$ cat src/rtl/imem_program_loader_pkg.sv
`default_nettype none
// ============================================================================
// Module   : imem_program_loader_pkg
// Brief    : Shared constants and state encoding for the instruction-memory
//            program loader.
// Revision : 1.0 - initial release
// ============================================================================
package imem_program_loader_pkg;

    localparam int c_WORD_BYTES = 4;
    localparam int c_CHK_W      = 8;

    localparam logic [2:0] c_ST_IDLE   = 3'd0;
    localparam logic [2:0] c_ST_LEN_LO = 3'd1;
    localparam logic [2:0] c_ST_LEN_HI = 3'd2;
    localparam logic [2:0] c_ST_DATA   = 3'd3;
    localparam logic [2:0] c_ST_CHK    = 3'd4;
    localparam logic [2:0] c_ST_DONE   = 3'd5;
    localparam logic [2:0] c_ST_ERR    = 3'd6;

    typedef enum logic [2:0] {
        S_IDLE   = c_ST_IDLE,
        S_LEN_LO = c_ST_LEN_LO,
        S_LEN_HI = c_ST_LEN_HI,
        S_DATA   = c_ST_DATA,
        S_CHK    = c_ST_CHK,
        S_DONE   = c_ST_DONE,
        S_ERR    = c_ST_ERR
    } state_t;

endpackage
`default_nettype wire

$ cat src/rtl/imem_word_assembler.sv
`default_nettype none
// ============================================================================
// Module   : imem_word_assembler
// Brief    : Packs little-endian bytes into words and emits a one-cycle
//            word_valid pulse the cycle after the last byte of each word.
// Revision : 1.0 - initial release
// ============================================================================
module imem_word_assembler
    import imem_program_loader_pkg::*;
(
    input  logic                      clk,
    input  logic                      rst,
    input  logic                      clear,
    input  logic                      byte_valid,
    input  logic [7:0]                byte_data,
    output logic                      last_byte,
    output logic                      word_valid,
    output logic [8*c_WORD_BYTES-1:0] word
);

    logic [1:0]                r_idx;
    logic [8*c_WORD_BYTES-1:0] r_buf;
    logic [8*c_WORD_BYTES-1:0] r_word;
    logic                      r_word_valid;
    logic [8*c_WORD_BYTES-1:0] w_next_buf;

    // Lane selected by the running byte index, so the LSB arrives first.
    always_comb begin
        w_next_buf = r_buf;
        w_next_buf[{r_idx, 3'b000} +: 8] = byte_data;
    end

    assign last_byte  = (r_idx == 2'(c_WORD_BYTES - 1));
    assign word_valid = r_word_valid;
    assign word       = r_word;

    always_ff @(posedge clk) begin
        if (rst) begin
            r_idx        <= 2'd0;
            r_buf        <= '0;
            r_word       <= '0;
            r_word_valid <= 1'b0;
        end else begin
            r_word_valid <= 1'b0;
            if (clear) begin
                r_idx <= 2'd0;
            end else if (byte_valid) begin
                r_buf <= w_next_buf;
                r_idx <= r_idx + 2'd1;
                if (last_byte) begin
                    r_word       <= w_next_buf;
                    r_word_valid <= 1'b1;
                end
            end
        end
    end

endmodule
`default_nettype wire

$ cat src/rtl/imem_program_loader.sv
`default_nettype none
// ============================================================================
// Module   : imem_program_loader
// Brief    : Loads a length-prefixed, XOR-checked byte image into instruction
//            memory and holds the CPU in reset until the image verifies.
// Revision : 1.0 - initial release
// ============================================================================
module imem_program_loader
    import imem_program_loader_pkg::*;
#(
    parameter int                ADDR_W    = 32,
    parameter logic [ADDR_W-1:0] BASE_ADDR = '0,
    parameter int                DEPTH     = 256,
    parameter int                LEN_W     = 16
) (
    input  logic              clk,
    input  logic              rst,
    input  logic              start,
    input  logic              in_valid,
    input  logic [7:0]        in_data,
    output logic              in_ready,
    output logic              imem_we,
    output logic [ADDR_W-1:0] imem_addr,
    output logic [31:0]       imem_wdata,
    output logic              cpu_rst,
    output logic              busy,
    output logic              done,
    output logic              err,
    output logic [LEN_W-1:0]  words_loaded
);

    state_t             r_state;
    logic [15:0]        r_len;
    logic [c_CHK_W-1:0] r_chk;
    logic [ADDR_W-1:0]  r_imem_addr;
    logic               r_cpu_rst;
    logic               r_busy;
    logic               r_done;
    logic               r_err;
    logic [LEN_W-1:0]   r_words;

    logic               w_accept;
    logic               w_start_load;
    logic               w_last_byte;
    logic [15:0]        w_len_hdr;
    logic [LEN_W-1:0]   w_words_next;
    logic [ADDR_W-1:0]  w_offset;

    assign in_ready     = (r_state == S_LEN_LO) || (r_state == S_LEN_HI) ||
                          (r_state == S_DATA)   || (r_state == S_CHK);
    assign w_accept     = in_valid && in_ready;
    assign w_start_load = start && ((r_state == S_IDLE) || (r_state == S_ERR));
    assign w_len_hdr    = {in_data, r_len[7:0]};
    assign w_words_next = r_words + LEN_W'(1);
    assign w_offset     = ADDR_W'(r_words) << 2;

    imem_word_assembler u_asm (
        .clk        (clk),
        .rst        (rst),
        .clear      (w_start_load),
        .byte_valid (w_accept && (r_state == S_DATA)),
        .byte_data  (in_data),
        .last_byte  (w_last_byte),
        .word_valid (imem_we),
        .word       (imem_wdata)
    );

    assign imem_addr    = r_imem_addr;
    assign cpu_rst      = r_cpu_rst;
    assign busy         = r_busy;
    assign done         = r_done;
    assign err          = r_err;
    assign words_loaded = r_words;

    always_ff @(posedge clk) begin
        if (rst) begin
            r_state     <= S_IDLE;
            r_len       <= '0;
            r_chk       <= '0;
            r_imem_addr <= BASE_ADDR;
            r_cpu_rst   <= 1'b1;
            r_busy      <= 1'b0;
            r_done      <= 1'b0;
            r_err       <= 1'b0;
            r_words     <= '0;
        end else begin
            r_done <= 1'b0;
            case (r_state)
                S_IDLE, S_ERR: begin
                    if (w_start_load) begin
                        r_cpu_rst <= 1'b1;
                        r_busy    <= 1'b1;
                        r_err     <= 1'b0;
                        r_words   <= '0;
                        r_chk     <= '0;
                        r_state   <= S_LEN_LO;
                    end
                end
                S_LEN_LO: begin
                    if (w_accept) begin
                        r_len[7:0] <= in_data;
                        r_state    <= S_LEN_HI;
                    end
                end
                S_LEN_HI: begin
                    if (w_accept) begin
                        r_len[15:8] <= in_data;
                        if (32'(w_len_hdr) > 32'(DEPTH)) begin
                            r_err   <= 1'b1;
                            r_busy  <= 1'b0;
                            r_state <= S_ERR;
                        end else if (w_len_hdr == 16'd0) begin
                            r_state <= S_CHK;
                        end else begin
                            r_state <= S_DATA;
                        end
                    end
                end
                S_DATA: begin
                    if (w_accept) begin
                        r_chk <= r_chk ^ in_data;
                        // Address is latched with the pre-increment count and
                        // lines up with the assembler's write pulse next cycle.
                        if (w_last_byte) begin
                            r_imem_addr <= BASE_ADDR + w_offset;
                            r_words     <= w_words_next;
                            if (w_words_next == LEN_W'(r_len)) begin
                                r_state <= S_CHK;
                            end
                        end
                    end
                end
                S_CHK: begin
                    if (w_accept) begin
                        if (in_data == r_chk) begin
                            r_done  <= 1'b1;
                            r_state <= S_DONE;
                        end else begin
                            r_err   <= 1'b1;
                            r_busy  <= 1'b0;
                            r_state <= S_ERR;
                        end
                    end
                end
                S_DONE: begin
                    r_cpu_rst <= 1'b0;
                    r_busy    <= 1'b0;
                    r_state   <= S_IDLE;
                end
                default: r_state <= S_IDLE;
            endcase
        end
    end

endmodule
`default_nettype wire

$ cat config.mk
export PLATFORM = sky130hd
export DESIGN_NAME = imem_program_loader
export DESIGN_NICKNAME = d
export VERILOG_FILES = /design/src/rtl/imem_program_loader_pkg.sv /design/src/rtl/imem_word_assembler.sv /design/src/rtl/imem_program_loader.sv
export SDC_FILE = /design/constraint.sdc
export NUM_CORES = 1
export LEC_CHECK = 0
export ABC_CLOCK_PERIOD_IN_PS = 2600
export BUFFER_PORTS_ARGS = -buffer_cell sky130_fd_sc_hd__buf_2
export CAP_MARGIN = 25
export CORE_MARGIN = 2
export CORE_UTILIZATION = 38
export CTS_CLUSTER_SIZE = 14
export DETAILED_ROUTE_END_ITERATION = 6
export HOLD_SLACK_MARGIN = 0.06
export PLACE_DENSITY_LB_ADDON = 0.1
export SETUP_SLACK_MARGIN = 0.02
export SKIP_LAST_GASP = 1
export SYNTH_ARGS = -nofsm -noshare
export SYNTH_HDL_FRONTEND = slang
export SYNTH_SLANG_ARGS = --single-unit
$ cat constraint.sdc
create_clock -name clk -period 2.6 [get_ports clk]
set_input_delay 0.26 -clock clk [delete_from_list [all_inputs] [get_ports clk]]
set_output_delay 0.26 -clock clk [all_outputs]
set_load 0.01 [all_outputs]
==> reports/results.txt, run 1 <==
RSZ-0062 raised after global routing = no
Post-Syn Instances = 787
Power Total = 6030 uW
Setup ws final = 0.371 ns
Outcome = completed
Diodes inserted = 0
Fmax = 449 MHz
Root Buffer Master = clkbuf_16
DRT Pass-1 Iters = 5
Area fraction of the dominant cell type after synthesis = 41.2%
CP Capture Type = flop
Pins Over Slew Limit = 0
Starting Density = 38.5%
GRT Util Overall = 20.5%
CORE AREA = 16400 um^2
Largest net degree at the start of global routing = 87
Syn. warnings = 0
Critical path's slowest cell = nor4bb_1
Top_reg_cell synth = dfxtp_1
Clock H-tree levels = 4
Count of input and output buffers = 81
Wire per inst = 16.1 um
Most frequently used cell type in the post-synthesis netlist = dfxtp_1
Routed vias/inst = 5.25
Initial antenna violation count = 0
Final period utilization = 85.7%
Cell accounting for the most synthesized area = dfxtp_1
Setup TNS = 0 ns
# fillers = 1626
Hold_buf cts = 0
DRC viols = 0
CTS tree = yes
Seq/Total Area, Yosys = 41.2%
Max incr delay on CP = 0.35 ns
Chip Height = 133 um
Synth-to-Final Area Change = 21.1%
Vias in the first global route = 5545
Via Count = 5735
First-pass GRT wire length = 29000 um
Endpoints failing setup = 0
Worst endpoint required time = 2.90 ns
CP cell instances = ha_1, nand4_1, o21ai_0, nor4bb_1, o32ai_1, nor4_2, buf_4, o31ai_1
Top cells by area, synth = dfxtp_1 (41%), a211oi_1 (8.1%), a21oi_1 (7.5%), nor2_1 (5.8%), nand2_1 (5.5%)
Worst Path Max Fanout = 6
Worst setup SP type = flop
Clock buffer depth = 2
Crit Path Category = reg -> reg
DIE AREA = 17700 um^2
Arr. time, crit path = 2.53 ns
GRT overflow = 0
Minimum clock period = 2.23 ns
Layout cells sized above 1 = 18.3%
Syn avg cell area = 8.02 um^2
Clk slew on worst S/H paths = 0.06 ns
Sink Count = 130
Setup WS pre-CTS = 0.415 ns
Max Cap Viol = 0
Setup Buffers After CTS = 0
Final Util = 46.6%
Net count, final = 879
Final Hold Viols = 0
Worst vdd ir = 0.533 mV
Worst min path class = in -> reg
Clock latency on the worst-skew pair = 0.42 ns
Post_cts resized = 0
Routed Antenna Nets = 0
Post-route non-filler standard cell count = 1093
Post-synth EDFFs = 0
P_leak = 0.00288 uW
Synthesized flop and latch total = 130
# rows = 47
Worst slew pin tran = 0.824 ns
PD cells = 789 nW/um^2
Width of the die = 133 um
Dpl hpwl = 12100 um
Library cells used by synthesis = 55
Worst slew margin = 45.1%
Total Wirelength = 17600 um
# IOs = 98
Async SR Flop Fraction = 0%
CTS Buf Count = 17
List of most frequent post-synthesis cells = dfxtp_1 (130), nor2_1 (97), a21oi_1 (95)
Detailed Route Iter0 Violations = 432
Netlist Area Pre-Place = 6310 um^2
Placed Cells incl. Taps = 1061
GP Congestion = 0.872
Worst setup skew after layout = 0.00702 ns
[final timing paths]
kind	start	endpoint	slack (ns)	cells after the start
max	words_loaded[0]	r_state[0]	0.37	8
min	in_data[3]	r_len[3]	0.12	3
max reg2reg	words_loaded[0]	r_state[0]	0.37	8
min reg2reg	imem_addr[16]	imem_addr[16]	0.45	2
[registers in the layout, summed over array words and instances (netlist names)]
name,count
r_chk,8
busy,1
cpu_rst,1
u_asm.r_buf,32
r_len,16
words_loaded,16
err,1
u_asm.word_valid,1
imem_addr,16
u_asm.word,32
u_asm.r_idx,2
done,1
r_state,3
[cells in the final DEF (no fill, tap or decap), types with 3 or more instances in the layout]
cell type and n:
nand2b_1 4, xnor2_1 14, o21a_1 3, clkinv_4 3
or4_1 3, clkbuf_16 17, a211oi_1 68, nor4_1 7
inv_6 3, dfxtp_1 130, a31oi_1 4, buf_2 80
nand4_1 10, nor3_1 10, nand3_1 16, inv_1 8
nor2_1 96, conb_1 16, o21ai_0 28, nor4_2 5
bufinv_16 7, a21oi_1 95, and3_1 4, ha_1 7
and2_1 4, buf_4 33, or3_1 3, xor2_1 12
nor2b_1 39, nand3b_1 11, nand2_1 92
[logic make-up after synthesis]
| family | Yosys count | share of synthesized area, % |
|---|---|---|
| other cells | 1 | 0.0594 |
| fa+ha+maj | 7 | 1.39 |
| simple gates | 317 | 24.8 |
| compound gates | 221 | 22.0 |
| flops | 130 | 41.2 |
| buf+inv | 83 | 6.50 |
| xor+xnor | 26 | 3.61 |
| mux | 2 | 0.317 |
[cell type report]
cell class / instances / area [um^2] / area share (%)
multi-input cells: 589 / 3360 / 44.0
flip-flops and latches: 130 / 2600 / 34.1
repair buffers: 114 / 668 / 8.74
clock buffers: 18 / 429 / 5.62
well taps: 220 / 275 / 3.60
clock inverters: 14 / 274 / 3.59
inverters: 8 / 30.0 / 0.393
[power by group]
group / internal [uW] / leakage (uW) / switching [uW]
sequential: 2110 / 0.00105 / 128
combinational: 347 / 0.00149 / 584
clock: 1910 / 0.000342 / 949
[worst max-delay path: cells and delay by family, from the launching register on]
family | cells | cell delay [ns]
buffers and inverters | 1 | 0.16
adders and majority gates | 1 | 0.26
DFF | 1 | 0.33
AOI/OAI and AO/OA | 3 | 0.46
and+or+nand+nor | 3 | 0.89
[routing by layer]
| layer | part of all wire [%] | routed length [um] | global-route usage [%] |
|---|---|---|---|
| met1 | 45 | 7920 | 25.7 |
| met2 | 50 | 8770 | 35.2 |
| met4 | 1.4 | 252 | 7.05 |
| met5 | 0 | 0 | 0 |
| met3 | 3.9 | 683 | 4.18 |
[through the flow]
step	instance area (um^2)	hold WS, ns
after floorplan	6370	0.419
after global placement	6940	0.441
after detailed placement	6940	0.445
after CTS	7640	0.106
after global routing	7640	0.123
final	7640	0.124
Note: power is estimated with default switching activity, not from simulation.
==> inputs of run 2 (changes only) <==
MAX_ROUTING_LAYER = met4   (was unset)
==> run 2 against run 1 <==
Against the previous run:
- core utilization is 0.47 points lower
- combinational power is 0.4% higher
- via count hardly changed
- critical path depth stayed put
- global-route usage is 0.44 points higher
- total power is 5.8% lower
- wire length hardly changed
- worst hold slack better by 0.097 ns
- flip-flop and latch count stayed put
- maximum frequency is 3.2% lower
- register-to-register slack worse by 0.07 ns
- final area is 1.0% lower
- largest cell class unchanged
- largest power group unchanged
==> reports/results.txt, run 2 (synthesized netlist as in run 1, its figures left out) <==
Outcome = completed (unchanged)
Total Wirelength = 17600 um (about the same)
DRC viols = 0 (unchanged)
Routed vias/inst = 5.25 (about the same)
Chip Height = 133 um (unchanged)
Crit path max-delay family = simple AND/OR/NAND/NOR gates (unchanged)
Worst Path Max Fanout = 6 (unchanged)
Max incr delay on CP = 0.40 ns (was 0.35 ns)
Arr. time, crit path = 2.60 ns (was 2.53 ns)
GRT Util Overall = 21.0% (was 20.5%)
Commonest non-fill, non-tap cell in the layout = dfxtp_1 (unchanged)
Net count, final = 879 (unchanged)
Post-route non-filler standard cell count = 1093 (unchanged)
Setup WS pre-CTS = 0.387 ns (was 0.415 ns)
Layout cells sized above 1 = 18.2% (was 18.3%)
Endpoints failing setup = 0 (unchanged)
Worst endpoint required time = 2.90 ns (about the same)
Wire per inst = 16.1 um (about the same)
Dpl hpwl = 12200 um (was 12100 um)
Setup ws final = 0.296 ns (was 0.371 ns)
Max Cap Viol = 0 (unchanged)
RSZ-0062 raised after global routing = no (unchanged)
Final period utilization = 88.6% (was 85.7%)
Worst Setup SP = words_loaded[1] (was words_loaded[0])
Commonest non-fill, non-tap cells in the layout = dfxtp_1 (130), nor2_1 (96), a21oi_1 (95) (unchanged)
CP cell instances = ha_1, and4_1, nand2_1, a2111oi_0, o32ai_1, nor4_2, buf_4, o41ai_1 (was ha_1, nand4_1, o21ai_0, nor4bb_1, o32ai_1, nor4_2, buf_4, o31ai_1)
Critical path's slowest cell = a2111oi_0 (was nor4bb_1)
Worst Hold Depth = 3 (unchanged)
Worst setup SP type = flop (unchanged)
CORE AREA = 16400 um^2 (unchanged)
Setup TNS = 0 ns (unchanged)
Vias in the first global route = 5439 (was 5545)
CTS Buf Count = 17 (unchanged)
Comb pwr share = 16.4% (was 15.4%)
# IOs = 98 (unchanged)
Worst vdd ir = 0.484 mV (was 0.533 mV)
Fmax = 434 MHz (was 449 MHz)
Via Count = 5733 (was 5735)
Switch share = 28.0% (was 27.5%)
Hold_buf cts = 0 (unchanged)
Clock buffer depth = 2 (unchanged)
CTS tree = yes (unchanged)
Detailed Route Iter0 Violations = 375 (was 432)
Worst setup skew after layout = 0.00549 ns (was 0.00702 ns)
Reg2reg setup slack = 0.30 ns (was 0.37 ns)
Clock H-tree levels = 4 (unchanged)
Starting Density = 38.5% (unchanged)
Worst min path class = in -> reg (unchanged)
CP Depth = 8 (unchanged)
Diodes inserted = 0 (unchanged)
CP Buf/Inv Count = 1 (unchanged)
Largest net degree at the start of global routing = 87 (unchanged)
Final Hold Viols = 0 (unchanged)
Root Buffer Master = clkbuf_16 (unchanged)
Worst Reg-to-Reg Cells = 8 (unchanged)
Synth-to-Final Area Change = 19.9% (was 21.1%)
GRT overflow = 0 (unchanged)
Clk slew on worst S/H paths = 0.06 ns (about the same)
First-pass GRT wire length = 28700 um (was 29000 um)
Worst r2r dst = r_state[1] (was r_state[0])
Post_cts resized = 0 (unchanged)
Width of the die = 133 um (unchanged)
NetSw = 1590 uW (was 1660 uW)
Routed Antenna Nets = 0 (unchanged)
P_leak = 0.00284 uW (was 0.00288 uW)
Sink Count = 130 (unchanged)
Setup Buffers After CTS = 0 (unchanged)
Crit path to = r_state[1] (was r_state[0])
DRT Pass-1 Iters = 5 (unchanged)
# rows = 47 (unchanged)
Reg-to-reg startpoint = words_loaded[1] (was words_loaded[0])
Worst slew pin tran = 0.784 ns (was 0.824 ns)
DIE AREA = 17700 um^2 (unchanged)
Share of power burned in registers = 39.4% (was 37.1%)
Clk pwr share = 44.1% (was 47.5%)
Crit Path Category = reg -> reg (unchanged)
Minimum clock period = 2.30 ns (was 2.23 ns)
GP Congestion = 0.898 (was 0.872)
Pins Over Slew Limit = 0 (unchanged)
P_int = 4090 uW (was 4370 uW)
Placed Cells incl. Taps = 1061 (unchanged)
PD cells = 751 nW/um^2 (was 789 nW/um^2)
Worst slew margin = 47.7% (was 45.1%)
Initial antenna violation count = 0 (unchanged)
Count of input and output buffers = 81 (unchanged)
CP Capture Type = flop (unchanged)
Clock latency on the worst-skew pair = 0.42 ns (about the same)
==> run 2: cell count changes in the layout (fill, tap and decap cells not counted), sizes merged <==
cell / before / now
bufinv: 7 / 3
clkbuf: 18 / 24
clkinvlp: 0 / 2
inv: 12 / 8
==> run 2: final cells by class <==
class / instances / area [um^2]
tap: 220 / 275
clock buffer: 24 / 502
sequential: 130 / 2600
fill: 1644 / 8840
multi-input combinational: 589 / 3360
clock inverter: 8 / 124
timing repair buffer: 114 / 668
inverter: 8 / 30.0
==> run 2: per-layer routing <==
layer / global-route usage (%) / wire (um) / vias to the layer above
met5: - / 0 / -
met4: 8.18 / 388 / 0
met3: 3.75 / 701 / 28
met2: 34.4 / 8610 / 147
met1: 25.7 / 7940 / 2672
li1: - / - / 2886
==> run 2: how the worst min path moves through the flow <==
stage                        from            end  slack, ns
floorplan                in_valid           done       0.42
global placement     imem_addr[6]   imem_addr[6]       0.44
detailed placement  imem_addr[11]  imem_addr[11]       0.45
CTS                    in_data[6]       r_len[6]       0.20
global route             in_valid           done       0.23
finish                 in_data[6]       r_len[6]       0.22
==> run 2: power groups by stage <==
| stage | combinational, uW | sequential (uW) | clock, uW |
|---|---|---|---|
| final | 935 | 2240 | 2510 |
| after global routing | 1040 | 2260 | 2660 |
| after CTS | 937 | 2240 | 2550 |
| after detailed placement | 932 | 2280 | 0 |
| after global placement | 922 | 2280 | 0 |
| after floorplan | 715 | 2220 | 0 |
==> run 2: stage by stage <==
step                      hold WS, ns  area (um^2)  total power [uW]  utilization (%)
after floorplan                 0.419         6370              2940                -
after global placement          0.439         6940              3200             42.3
after detailed placement        0.449         6940              3210             42.3
after CTS                       0.203         7560              5730             46.1
after global routing            0.227         7560              5950             46.1
final                           0.221         7560              5680             46.1
==> run 2: worst min-delay path, cell delays in order <==
cell and delay, ns:
buf_2 0.19, nand2_1 0.09, a21oi_1 0.05
==> inputs of run 3 (changes only) <==
ABC_AREA = 1   (was unset)
==> run 3 against run 2 <==
Against the previous run:
- sequential power rose by 7%
- critical path type unchanged
- critical endpoint is now r_state[0]
- synthesized cell count is 12% higher
- count of clock-buffer cells in the layout shrank 2
==> reports/results.txt, run 3 <==
Outcome = completed (unchanged)
DRC viols = 0 (unchanged)
Worst vdd ir = 0.457 mV (was 0.484 mV)
Minimum clock period = 2.13 ns (was 2.30 ns)
Hold slack = 0.173 ns (was 0.221 ns)
Sink Count = 130 (unchanged)
Count of input and output buffers = 81 (unchanged)
Clock latency on the worst-skew pair = 0.42 ns (about the same)
RSZ-0062 raised after global routing = no (unchanged)
Dpl hpwl = 11200 um (was 12200 um)
Arr. time, crit path = 2.44 ns (was 2.60 ns)
Reg-to-reg startpoint = words_loaded[0] (was words_loaded[1])
CP Capture Type = flop (unchanged)
Setup TNS = 0 ns (unchanged)
P_int = 4020 uW (was 4090 uW)
Worst Hold Launch = start (was in_data[6])
DIE AREA = 17300 um^2 (was 17700 um^2)
Routed Antenna Nets = 0 (unchanged)
Root Buffer Master = clkbuf_16 (unchanged)
Largest net degree at the start of global routing = 78 (was 87)
Crit Path Category = reg -> reg (unchanged)
Chip Height = 131 um (was 133 um)
Worst slew margin = 59.5% (was 47.7%)
Reg2reg setup slack = 0.47 ns (was 0.30 ns)
Share of power burned in registers = 40.2% (was 39.4%)
List of most frequent post-synthesis cells = dfxtp_1 (130), nand2_1 (130), o21ai_0 (120) (was dfxtp_1 (130), nor2_1 (97), a21oi_1 (95))
Diodes inserted = 0 (unchanged)
CORE AREA = 15900 um^2 (was 16400 um^2)
P_leak = 0.00306 uW (was 0.00284 uW)
Syn. warnings = 0 (unchanged)
DRT Pass-1 Iters = 6 (was 5)
Worst Path Max Fanout = 8 (was 6)
Final period utilization = 81.9% (was 88.6%)
Worst setup SP type = flop (unchanged)
Initial antenna violation count = 0 (unchanged)
Post-synth EDFFs = 0 (unchanged)
GRT Util Overall = 19.8% (was 21.0%)
Post-Syn Instances = 879 (was 787)
Syn avg cell area = 7.01 um^2 (was 8.02 um^2)
Seq/Total Area, Yosys = 42.2% (was 41.2%)
Total Wirelength = 16500 um (was 17600 um)
Clk pwr share = 37.8% (was 44.1%)
GP Congestion = 0.838 (was 0.898)
Top_reg_cell synth = dfxtp_1 (unchanged)
Switch share = 32.6% (was 28.0%)
Worst Hold Depth = 3 (unchanged)
Detailed Route Iter0 Violations = 378 (was 375)
Worst setup skew after layout = 0.00478 ns (was 0.00549 ns)
Clock buffer depth = 2 (unchanged)
Routed vias/inst = 4.90 (was 5.25)
Area fraction of the dominant cell type after synthesis = 42.2% (was 41.2%)
GRT overflow = 0 (unchanged)
# rows = 46 (was 47)
Post_cts resized = 0 (unchanged)
Net count, final = 964 (was 879)
Synth-to-Final Area Change = 17.4% (was 19.9%)
# IOs = 98 (unchanged)
Cell accounting for the most synthesized area = dfxtp_1 (unchanged)
Async SR Flop Fraction = 0% (unchanged)
Setup Buffers After CTS = 0 (unchanged)
CTS Buf Count = 17 (unchanged)
Worst r2r dst = r_state[0] (was r_state[1])
Netlist Area Pre-Place = 6160 um^2 (was 6310 um^2)
First-pass GRT wire length = 26800 um (was 28700 um)
Vias in the first global route = 5342 (was 5439)
Hold Path End = busy (was r_len[6])
Clock H-tree levels = 4 (unchanged)
Wire per inst = 14.0 um (was 16.1 um)
Pins Over Slew Limit = 0 (unchanged)
Worst Reg-to-Reg Cells = 14 (was 8)
NetSw = 1940 uW (was 1590 uW)
Width of the die = 131 um (was 133 um)
Final Hold Viols = 0 (unchanged)
Synthesized flop and latch total = 130 (unchanged)
Starting Density = 38.8% (was 38.5%)
Comb pwr share = 22.0% (was 16.4%)
Library cells used by synthesis = 36 (was 55)
Via Count = 5757 (was 5733)
Worst endpoint required time = 2.91 ns (was 2.90 ns)
Worst slew pin tran = 0.607 ns (was 0.784 ns)
CTS tree = yes (unchanged)
Commonest non-fill, non-tap cells in the layout = nand2_1 (130), dfxtp_1 (130), o21ai_0 (120) (was dfxtp_1 (130), nor2_1 (96), a21oi_1 (95))
Endpoints failing setup = 0 (unchanged)
Fmax = 470 MHz (was 434 MHz)
PD cells = 823 nW/um^2 (was 751 nW/um^2)
Clk slew on worst S/H paths = 0.06 ns (about the same)
Layout cells sized above 1 = 15.7% (was 18.2%)
Top cells by area, synth = dfxtp_1 (42%), o21ai_0 (9.7%), nand2_1 (7.9%), a21oi_1 (7.2%), nor2_1 (7.2%) (was dfxtp_1 (41%), a211oi_1 (8.1%), a21oi_1 (7.5%), nor2_1 (5.8%), nand2_1 (5.5%))
Hold_buf cts = 0 (unchanged)
Worst min path class = in -> reg (unchanged)
Max Cap Viol = 0 (unchanged)
## run 3: cell count changes after synthesis, sizes merged, moves of 10 or more
cell and change:
a211oi -66, nand3b -10, o21ai +93, inv +83
xnor2 -10, nor2b -39, nand3 +26, nor4 -10
nand2 +45, nor2 +30, o22ai +23
## run 3: per-layer routing
metal	vias up	GRT usage (%)	part of all wire, %
li1	3004	-	-
met1	2628	25.3	48
met2	110	31.5	46
met3	15	4.13	4.2
met4	0	6.46	1.2
met5	-	-	0
## run 3: area by class of cell
class / count / area [um^2]
inverters: 93 / 349
multi-input cells: 610 / 2950
clock inverters: 10 / 83.8
repair buffers: 93 / 508
well taps: 216 / 270
clock buffers: 22 / 474
flip-flops and latches: 130 / 2600
fillers: 1733 / 8650
## run 3: worst max path at each step
stage,from,end,slack (ns)
floorplan,u_asm.r_idx[0],u_asm.r_buf[13],0.65
global placement,words_loaded[0],r_state[0],0.51
detailed placement,words_loaded[0],r_state[0],0.46
CTS,words_loaded[0],r_state[0],0.45
global route,words_loaded[0],r_state[2],0.14
finish,words_loaded[0],r_state[0],0.47
## run 3: cell families (layout without fill, tap and decap cells)
kind of cell               after synthesis  in the layout  share of synthesized area (%)
buffers and inverters                  154            218                           10.8
xor gates and xnor gates                11             11                           1.56
and+or+nand+nor                        335            335                           23.5
AOI/OAI and AO/OA                      241            241                           20.4
other                                    1             16                         0.0608
adders and majority gates                7              7                           1.42
DFF                                    130            130                           42.2
## run 3: worst max-delay path: stages, from the launching register on
cell and delay, ns:
dfxtp_1 0.44, ha_1 0.24, nand2_1 0.12, nor2_4 0.22, nand4_1 0.18, nand2_1 0.10, nand2_1 0.05, nand2_1 0.05
nand2_1 0.05, nor2_1 0.10, nand3_1 0.12, nand2_1 0.10, nand2_2 0.09, o21ai_1 0.13, inv_1 0.04
## run 3: power groups by stage
stage	Sequential (uW)	Combinational, uW	Clock, uW
after floorplan	2400	961	0
after global placement	2430	1310	0
after detailed placement	2430	1310	0
after CTS	2390	1310	2310
after global routing	2420	1500	2380
final	2390	1310	2250
## run 3: stage by stage
step	total power, uW	cells	util [%]	area [um^2]	setup slack [ns]
2_1_floorplan	3360	894	-	6220	0.649
3_3_place_gp	3740	1142	42.1	6680	0.509
3_5_place_dp	3730	1142	42.1	6680	0.458
4_1_cts	6010	1174	45.6	7240	0.445
5_1_grt	6310	1174	45.6	7240	0.138
6_report	5960	1174	45.6	7240	0.471
